==> config.mk <==
export PLATFORM = sky130hd
export DESIGN_NAME = counter_load_arbiter_flat
export DESIGN_NICKNAME = d
export VERILOG_FILES = /design/src/rtl/counter_load_arbiter_pkg.sv /design/src/rtl/counter_load_arbiter_if.sv /design/src/rtl/counter_load_arbiter_rr_arbiter.sv /design/src/rtl/counter_load_arbiter.sv /design/src/flat_wrapper.sv
export SDC_FILE = /design/constraint.sdc
export NUM_CORES = 1
export LEC_CHECK = 0
export CORE_UTILIZATION = 40
export DETAILED_ROUTE_END_ITERATION = 8
export PLACE_DENSITY = 0.75
export SYNTH_ARGS = -nofsm -noshare
export SYNTH_HDL_FRONTEND = slang
export SYNTH_SLANG_ARGS = --single-unit
export TNS_END_PERCENT = 5
==> constraint.sdc <==
create_clock -name clk -period 2.1 [get_ports clk]
set_clock_uncertainty 0.2 [all_clocks]
set_input_delay 0.42 -clock clk [delete_from_list [all_inputs] [get_ports clk]]
set_output_delay 0.42 -clock clk [all_outputs]
set_load 0.005 [all_outputs]
==> src/rtl/counter_load_arbiter_pkg.sv <==
// ---------------------------------------------------------------------------
// counter_ctrl_pkg
// Shared definitions for the counter load arbiter:
//   ctrl_state_t   - controller states (IDLE/LOAD/RUN/DONE)
//   CNT_WIDTH      - default width of the shared up-counter
//   watchdog_limit - number of RUN cycles allowed before a run is abandoned
// ---------------------------------------------------------------------------
package counter_ctrl_pkg;

  localparam int CNT_WIDTH = 4;

  typedef enum logic [1:0] {
    IDLE = 2'd0,
    LOAD = 2'd1,
    RUN  = 2'd2,
    DONE = 2'd3
  } ctrl_state_t;

  // A legitimate run never needs more RUN cycles than the counter has values.
  function automatic int unsigned watchdog_limit(input int unsigned width);
    return 32'd1 << width;
  endfunction

endpackage

==> src/rtl/counter_load_arbiter_if.sv <==
// ---------------------------------------------------------------------------
// counter_load_arbiter_if
// Requester-side bus of the counter load arbiter.
//   req_valid/req_start/req_end : run requests (packed WIDTH slices per requester)
//   req_ready                   : one-hot accept pulse
//   abort                       : terminates the active run
//   done/err                    : one-hot completion pulse and its error qualifier
//   busy                        : a run is in progress
// master = requesters, slave = arbiter.
// ---------------------------------------------------------------------------
interface counter_load_arbiter_if
  import counter_ctrl_pkg::*;
#(
  parameter int NREQ  = 2,
  parameter int WIDTH = CNT_WIDTH
);

  logic [NREQ-1:0]       req_valid;
  logic [NREQ*WIDTH-1:0] req_start;
  logic [NREQ*WIDTH-1:0] req_end;
  logic [NREQ-1:0]       req_ready;
  logic                  abort;
  logic [NREQ-1:0]       done;
  logic                  err;
  logic                  busy;

  modport master (
    output req_valid, req_start, req_end, abort,
    input  req_ready, done, err, busy
  );

  modport slave (
    input  req_valid, req_start, req_end, abort,
    output req_ready, done, err, busy
  );

endinterface

==> src/rtl/counter_load_arbiter_rr_arbiter.sv <==
// ---------------------------------------------------------------------------
// rr_arbiter
// Purely combinational round-robin arbiter.
//   req         : request vector
//   last_grant  : index of the previous winner; search starts one above it
//   grant       : one-hot grant
//   grant_idx   : index of the granted requester
//   grant_valid : some requester was granted
// ---------------------------------------------------------------------------
module rr_arbiter #(
  parameter int NREQ = 2,
  parameter int IDXW = (NREQ > 1) ? $clog2(NREQ) : 1
) (
  input  logic [NREQ-1:0] req,
  input  logic [IDXW-1:0] last_grant,
  output logic [NREQ-1:0] grant,
  output logic [IDXW-1:0] grant_idx,
  output logic            grant_valid
);

  // Walk the requesters in rotating order and keep the first one found.
  always_comb begin
    logic [IDXW-1:0] idx;
    grant       = '0;
    grant_idx   = '0;
    grant_valid = 1'b0;
    idx         = '0;
    for (int off = 1; off <= NREQ; off++) begin
      idx = IDXW'((int'(last_grant) + off) % NREQ);
      if (!grant_valid && req[idx]) begin
        grant_valid = 1'b1;
        grant[idx]  = 1'b1;
        grant_idx   = idx;
      end
    end
  end

endmodule

==> src/rtl/counter_load_arbiter.sv <==
// ---------------------------------------------------------------------------
// counter_load_arbiter
// Shares one loadable up-counter between NREQ requesters. Each accepted
// request loads its start value, lets the counter run until it shows the
// end value (or abort / watchdog), then pulses done to the owner.
//   clk, reset    : clock and asynchronous active-low reset
//   bus           : requester handshake (counter_load_arbiter_if.slave)
//   cnt_load      : counter load select
//   cnt_d         : counter load value
//   cnt_q         : counter output
// ---------------------------------------------------------------------------
module counter_load_arbiter
  import counter_ctrl_pkg::*;
#(
  parameter int NREQ  = 2,
  parameter int WIDTH = CNT_WIDTH
) (
  input  logic                   clk,
  input  logic                   reset,
  counter_load_arbiter_if.slave  bus,
  output logic                   cnt_load,
  output logic [WIDTH-1:0]       cnt_d,
  input  logic [WIDTH-1:0]       cnt_q
);

  localparam int IDXW = (NREQ > 1) ? $clog2(NREQ) : 1;
  localparam logic [WIDTH:0] WD_LAST = (WIDTH+1)'(watchdog_limit(WIDTH) - 1);

  ctrl_state_t     state, state_next;
  logic [IDXW-1:0] owner, last_grant, grant_idx;
  logic [NREQ-1:0] grant;
  logic            grant_valid;
  logic [WIDTH-1:0] start_r, end_r;
  logic [WIDTH:0]  wd;
  logic            err_r;
  logic            end_match, wd_expired;

  rr_arbiter #(.NREQ(NREQ), .IDXW(IDXW)) u_arb (
    .req         (bus.req_valid),
    .last_grant  (last_grant),
    .grant       (grant),
    .grant_idx   (grant_idx),
    .grant_valid (grant_valid)
  );

  assign end_match  = (cnt_q == end_r);
  assign wd_expired = (wd == WD_LAST);

  // State register.
  always_ff @(posedge clk or negedge reset) begin
    if (!reset) state <= IDLE;
    else        state <= state_next;
  end

  // Next-state decode; abort wins over an end match in the same cycle.
  always_comb begin
    state_next = state;
    unique case (state)
      IDLE: if (grant_valid) state_next = LOAD;
      LOAD: state_next = bus.abort ? DONE : RUN;
      RUN:  if (bus.abort || end_match || wd_expired) state_next = DONE;
      DONE: state_next = IDLE;
      default: state_next = IDLE;
    endcase
  end

  // Run context: owner, bounds, watchdog and the error flag reported with done.
  always_ff @(posedge clk or negedge reset) begin
    if (!reset) begin
      owner      <= '0;
      last_grant <= IDXW'(NREQ - 1);
      start_r    <= '0;
      end_r      <= '0;
      wd         <= '0;
      err_r      <= 1'b0;
    end else begin
      unique case (state)
        IDLE: if (grant_valid) begin
          owner   <= grant_idx;
          start_r <= bus.req_start[int'(grant_idx)*WIDTH +: WIDTH];
          end_r   <= bus.req_end[int'(grant_idx)*WIDTH +: WIDTH];
          err_r   <= 1'b0;
        end
        LOAD: begin
          wd    <= '0;
          err_r <= bus.abort;
        end
        RUN: begin
          if (bus.abort || end_match || wd_expired) err_r <= bus.abort || !end_match;
          else                                      wd    <= wd + 1'b1;
        end
        DONE: last_grant <= owner;
        default: ;
      endcase
    end
  end

  // req_ready is the only input-driven output; it is held low during reset.
  assign bus.req_ready = (state == IDLE && reset) ? grant : '0;
  assign bus.done      = (state == DONE) ? ({{(NREQ-1){1'b0}}, 1'b1} << owner) : '0;
  assign bus.err       = (state == DONE) && err_r;
  assign bus.busy      = (state != IDLE);
  assign cnt_load      = (state == LOAD);
  assign cnt_d         = start_r;

endmodule

==> src/flat_wrapper.sv <==
// flat-port wrapper written by rule: the top's interface ports become plain ports
module counter_load_arbiter_flat import counter_ctrl_pkg::*;
#(
  parameter int NREQ  = 2,
  parameter int WIDTH = CNT_WIDTH
)
  (clk, reset, cnt_load, cnt_d, cnt_q, bus_req_valid, bus_req_start, bus_req_end, bus_abort, bus_req_ready, bus_done, bus_err, bus_busy);
  counter_load_arbiter_if #(.NREQ(NREQ), .WIDTH(WIDTH)) bus_i ();
  input  logic clk;
  input  logic reset;
  output logic cnt_load;
  output logic [WIDTH-1:0] cnt_d;
  input  logic [WIDTH-1:0] cnt_q;
  input wire logic [$bits(bus_i.req_valid)-1:0] bus_req_valid;
  input wire logic [$bits(bus_i.req_start)-1:0] bus_req_start;
  input wire logic [$bits(bus_i.req_end)-1:0] bus_req_end;
  input wire logic [$bits(bus_i.abort)-1:0] bus_abort;
  output wire logic [$bits(bus_i.req_ready)-1:0] bus_req_ready;
  output wire logic [$bits(bus_i.done)-1:0] bus_done;
  output wire logic [$bits(bus_i.err)-1:0] bus_err;
  output wire logic [$bits(bus_i.busy)-1:0] bus_busy;
  assign bus_i.req_valid = bus_req_valid;
  assign bus_i.req_start = bus_req_start;
  assign bus_i.req_end = bus_req_end;
  assign bus_i.abort = bus_abort;
  assign bus_req_ready = bus_i.req_ready;
  assign bus_done = bus_i.done;
  assign bus_err = bus_i.err;
  assign bus_busy = bus_i.busy;
  counter_load_arbiter #(.NREQ(NREQ), .WIDTH(WIDTH)) u_core (.clk(clk), .reset(reset), .bus(bus_i), .cnt_load(cnt_load), .cnt_d(cnt_d), .cnt_q(cnt_q));
endmodule
==> results.cfg <==
[floorplan]
initial_utilization_pct = 42.9
ios = 36
num_rows = 18
die_y_um = 53.8
dieArea_um2 = 2890
die_w_um = 53.8
core_region_area_um2 = 2500

[clock_network]
cts_buffer_depth = 2
clk_pin_slew_ns = 0.10
clk_latency_ns = 0.30
cts_buffers = 3
htree_levels = 1
cts.sinks = 18
cts-root-buf = clkbuf_4
cts_tree = yes

[placed_design]
dp_hpwl_um = 1990
io_buffers = 35
dp.cells = 187
globalplace.congestion = 0.775

[timing]
finalSetupViolCount = 0
hold_violations = 0
max_slew_margin_pct = 76.6
whs_ns = 0.260
rsz0062_at_grt = true
timing.fmax_mhz = 489
fin_crit_sh_pct = 97.3
fin_crit_ns = 2.04
drv_slew = 0
tightest_slew_ns = 0.350

[yosys]
synth_edf_count = 0
yosysWarnings = 0
synth_nets = 138
yosys_most_used_dff = dfrtp_1
ys_async_sr_fraction_pct = 100
synth.cell_area_um2 = 1070
synth-seq-cells = 18
ys_seq_area_share_pct = 42.1
synth_cell_types = 36
synthesis.instances = 105
post_synth.cell_area_avg_um2 = 10.2

[route]
drt_iter0_drc = 6
wl_per_cell_um = 13.2
drtAntennaViolNets = 0
via_per_inst = 5.05
routed_wl_um = 2560
drt_first_pass_iters = 4
drc_errors = 0
vias = 974

[job]
drv_cap = 0

[grt]
grt_usage_pct = 20.4
grt_max_degree = 18
grt_pass1_vias = 967
grt_pass1_wl_um = 4080
antenna_found_initial = 0
grt-ovfl-total = 0

[power]
peakVddDrop_mv = 0.832
p_leak_uw = 0.000763
power.density_nw_per_um2 = 1110

[finish]
seq_area_um2 = 452
fillers = 194
n_antenna_cell = 0
layout_commonest_cell = clkdlybuf4s50_1
synthToLayoutAreaGrowth_pct = 59.0
fin_cells = 193
mostFrequentLayoutCells = clkdlybuf4s50_1, buf_4, dfrtp_1
nNetsFinal = 197
multi_input_area_um2 = 654
drive_gt1_share_pct = 25.8

[setup_path]
cp_data_required_time_ns = 2.09
path_delay_family = simple AND/OR/NAND/NOR gates
worst-path-buf-inv = 0
crit_path_start = u_core.wd[0]
path_max_fanout = 3
critPathCaptureType = flip-flop
critPathMaxStageDelay_ns = 0.42
path_class = reg2reg
critPathArrivalTime_ns = 2.03
r2r_start = u_core.wd[0]
cp_slowest_cell = dfrtp_1
path_cells = ha_2 > and3_4 > ha_4 > nor3b_4 > o41ai_4 > nand3b_1 > mux2_1
worst_setup_path_start_kind = flip-flop

[hold_path]
worstHoldPathType = in2async

[outcome]
run_status = completed
==> metal layers <==
metal / vias up / GRT usage (%) / part of all wire, %
met4: 0 / 10.1 / 2.1
met5: - / 0 / 0
met3: 6 / 4.80 / 2.9
met2: 18 / 35.6 / 52
li1: 488 / - / -
met1: 462 / 22.9 / 43
==> registers in the layout, indices dropped and copies added, names as in the netlist <==
| register | count |
|---|---|
| u_core.wd | 5 |
| u_core.cnt_d | 4 |
| u_core.end_r | 4 |
| u_core.state | 2 |
| u_core.err_r | 1 |
| u_core.last_grant | 1 |
| u_core.owner | 1 |
==> cell type report <==
class,instances,area share [%]
sequential,18,26.5
clock buffer,4,2.13
inverter,6,1.32
timing repair buffer,57,29.5
tap,30,2.20
multi-input combinational,78,38.3
==> cell families after synthesis <==
family / after synthesis / share of synthesized area, %
simple gates: 30 / 14.3
mux: 9 / 8.51
compound gates: 27 / 17.8
xor+xnor: 4 / 3.96
fa+ha+maj: 8 / 9.32
flops: 18 / 42.1
buf+inv: 9 / 3.96
==> final timing paths <==
check	endpoint	slack (ns)	depth (start not counted)
max reg2reg	u_core.err_r	0.06	7
min reg2reg	u_core.wd[3]	0.30	1
max	u_core.err_r	0.06	7
max in group asynchronous	u_core.wd[0]	1.21	2
min	u_core.state[1]	0.26	2
min in group clk	u_core.wd[3]	0.30	1
==> metrics by stage <==
step / total power (µW) / worst slack (ns) / util [%] / area [µm²] / TNS (ns)
2_1_floorplan: 1100 / 0.0557 / - / 1070 / 0
3_3_place_gp: 1540 / -0.273 / 63.7 / 1590 / -1.01
3_5_place_dp: 1590 / -0.277 / 63.7 / 1590 / -1.38
4_1_cts: 1860 / -0.0274 / 66.8 / 1670 / -0.0274
5_1_grt: 2040 / -0.0365 / 68.3 / 1710 / -0.0993
6_report: 1890 / 0.0566 / 68.3 / 1710 / 0
==> what timing repair did <==
item,in CTS,in global routing
pin swaps,0,4
gates resized for setup,17,10
endpoints found under the setup margin,13,9
hold buffers,0,0
setup buffers,0,2
==> cell usage after synthesis, types with 2 or more instances <==
master | n | area share (%)
xor2_1 | 3 | 2.4
nand3_1 | 5 | 2.3
and3_1 | 2 | 1.2
ha_1 | 8 | 9.3
dfrtp_1 | 17 | 40
inv_1 | 6 | 2.1
nand2_1 | 12 | 4.2
o21ai_0 | 9 | 4.2
a21oi_1 | 2 | 0.93
o211ai_1 | 3 | 2.1
o21ai_1 | 3 | 1.4
nor2_1 | 2 | 0.70
and2_1 | 2 | 1.2
nand2b_1 | 2 | 1.2
mux2i_1 | 8 | 7.5
==> power breakdown <==
part / internal, µW / leakage (µW) / switching [µW]
logic: 589 / 0.000515 / 508
clock network: 106 / 0.0000210 / 109
registers: 490 / 0.000227 / 92.3
total: 1190 / 0.000763 / 709
No activity file was read; power rests on OpenSTA's default activity.
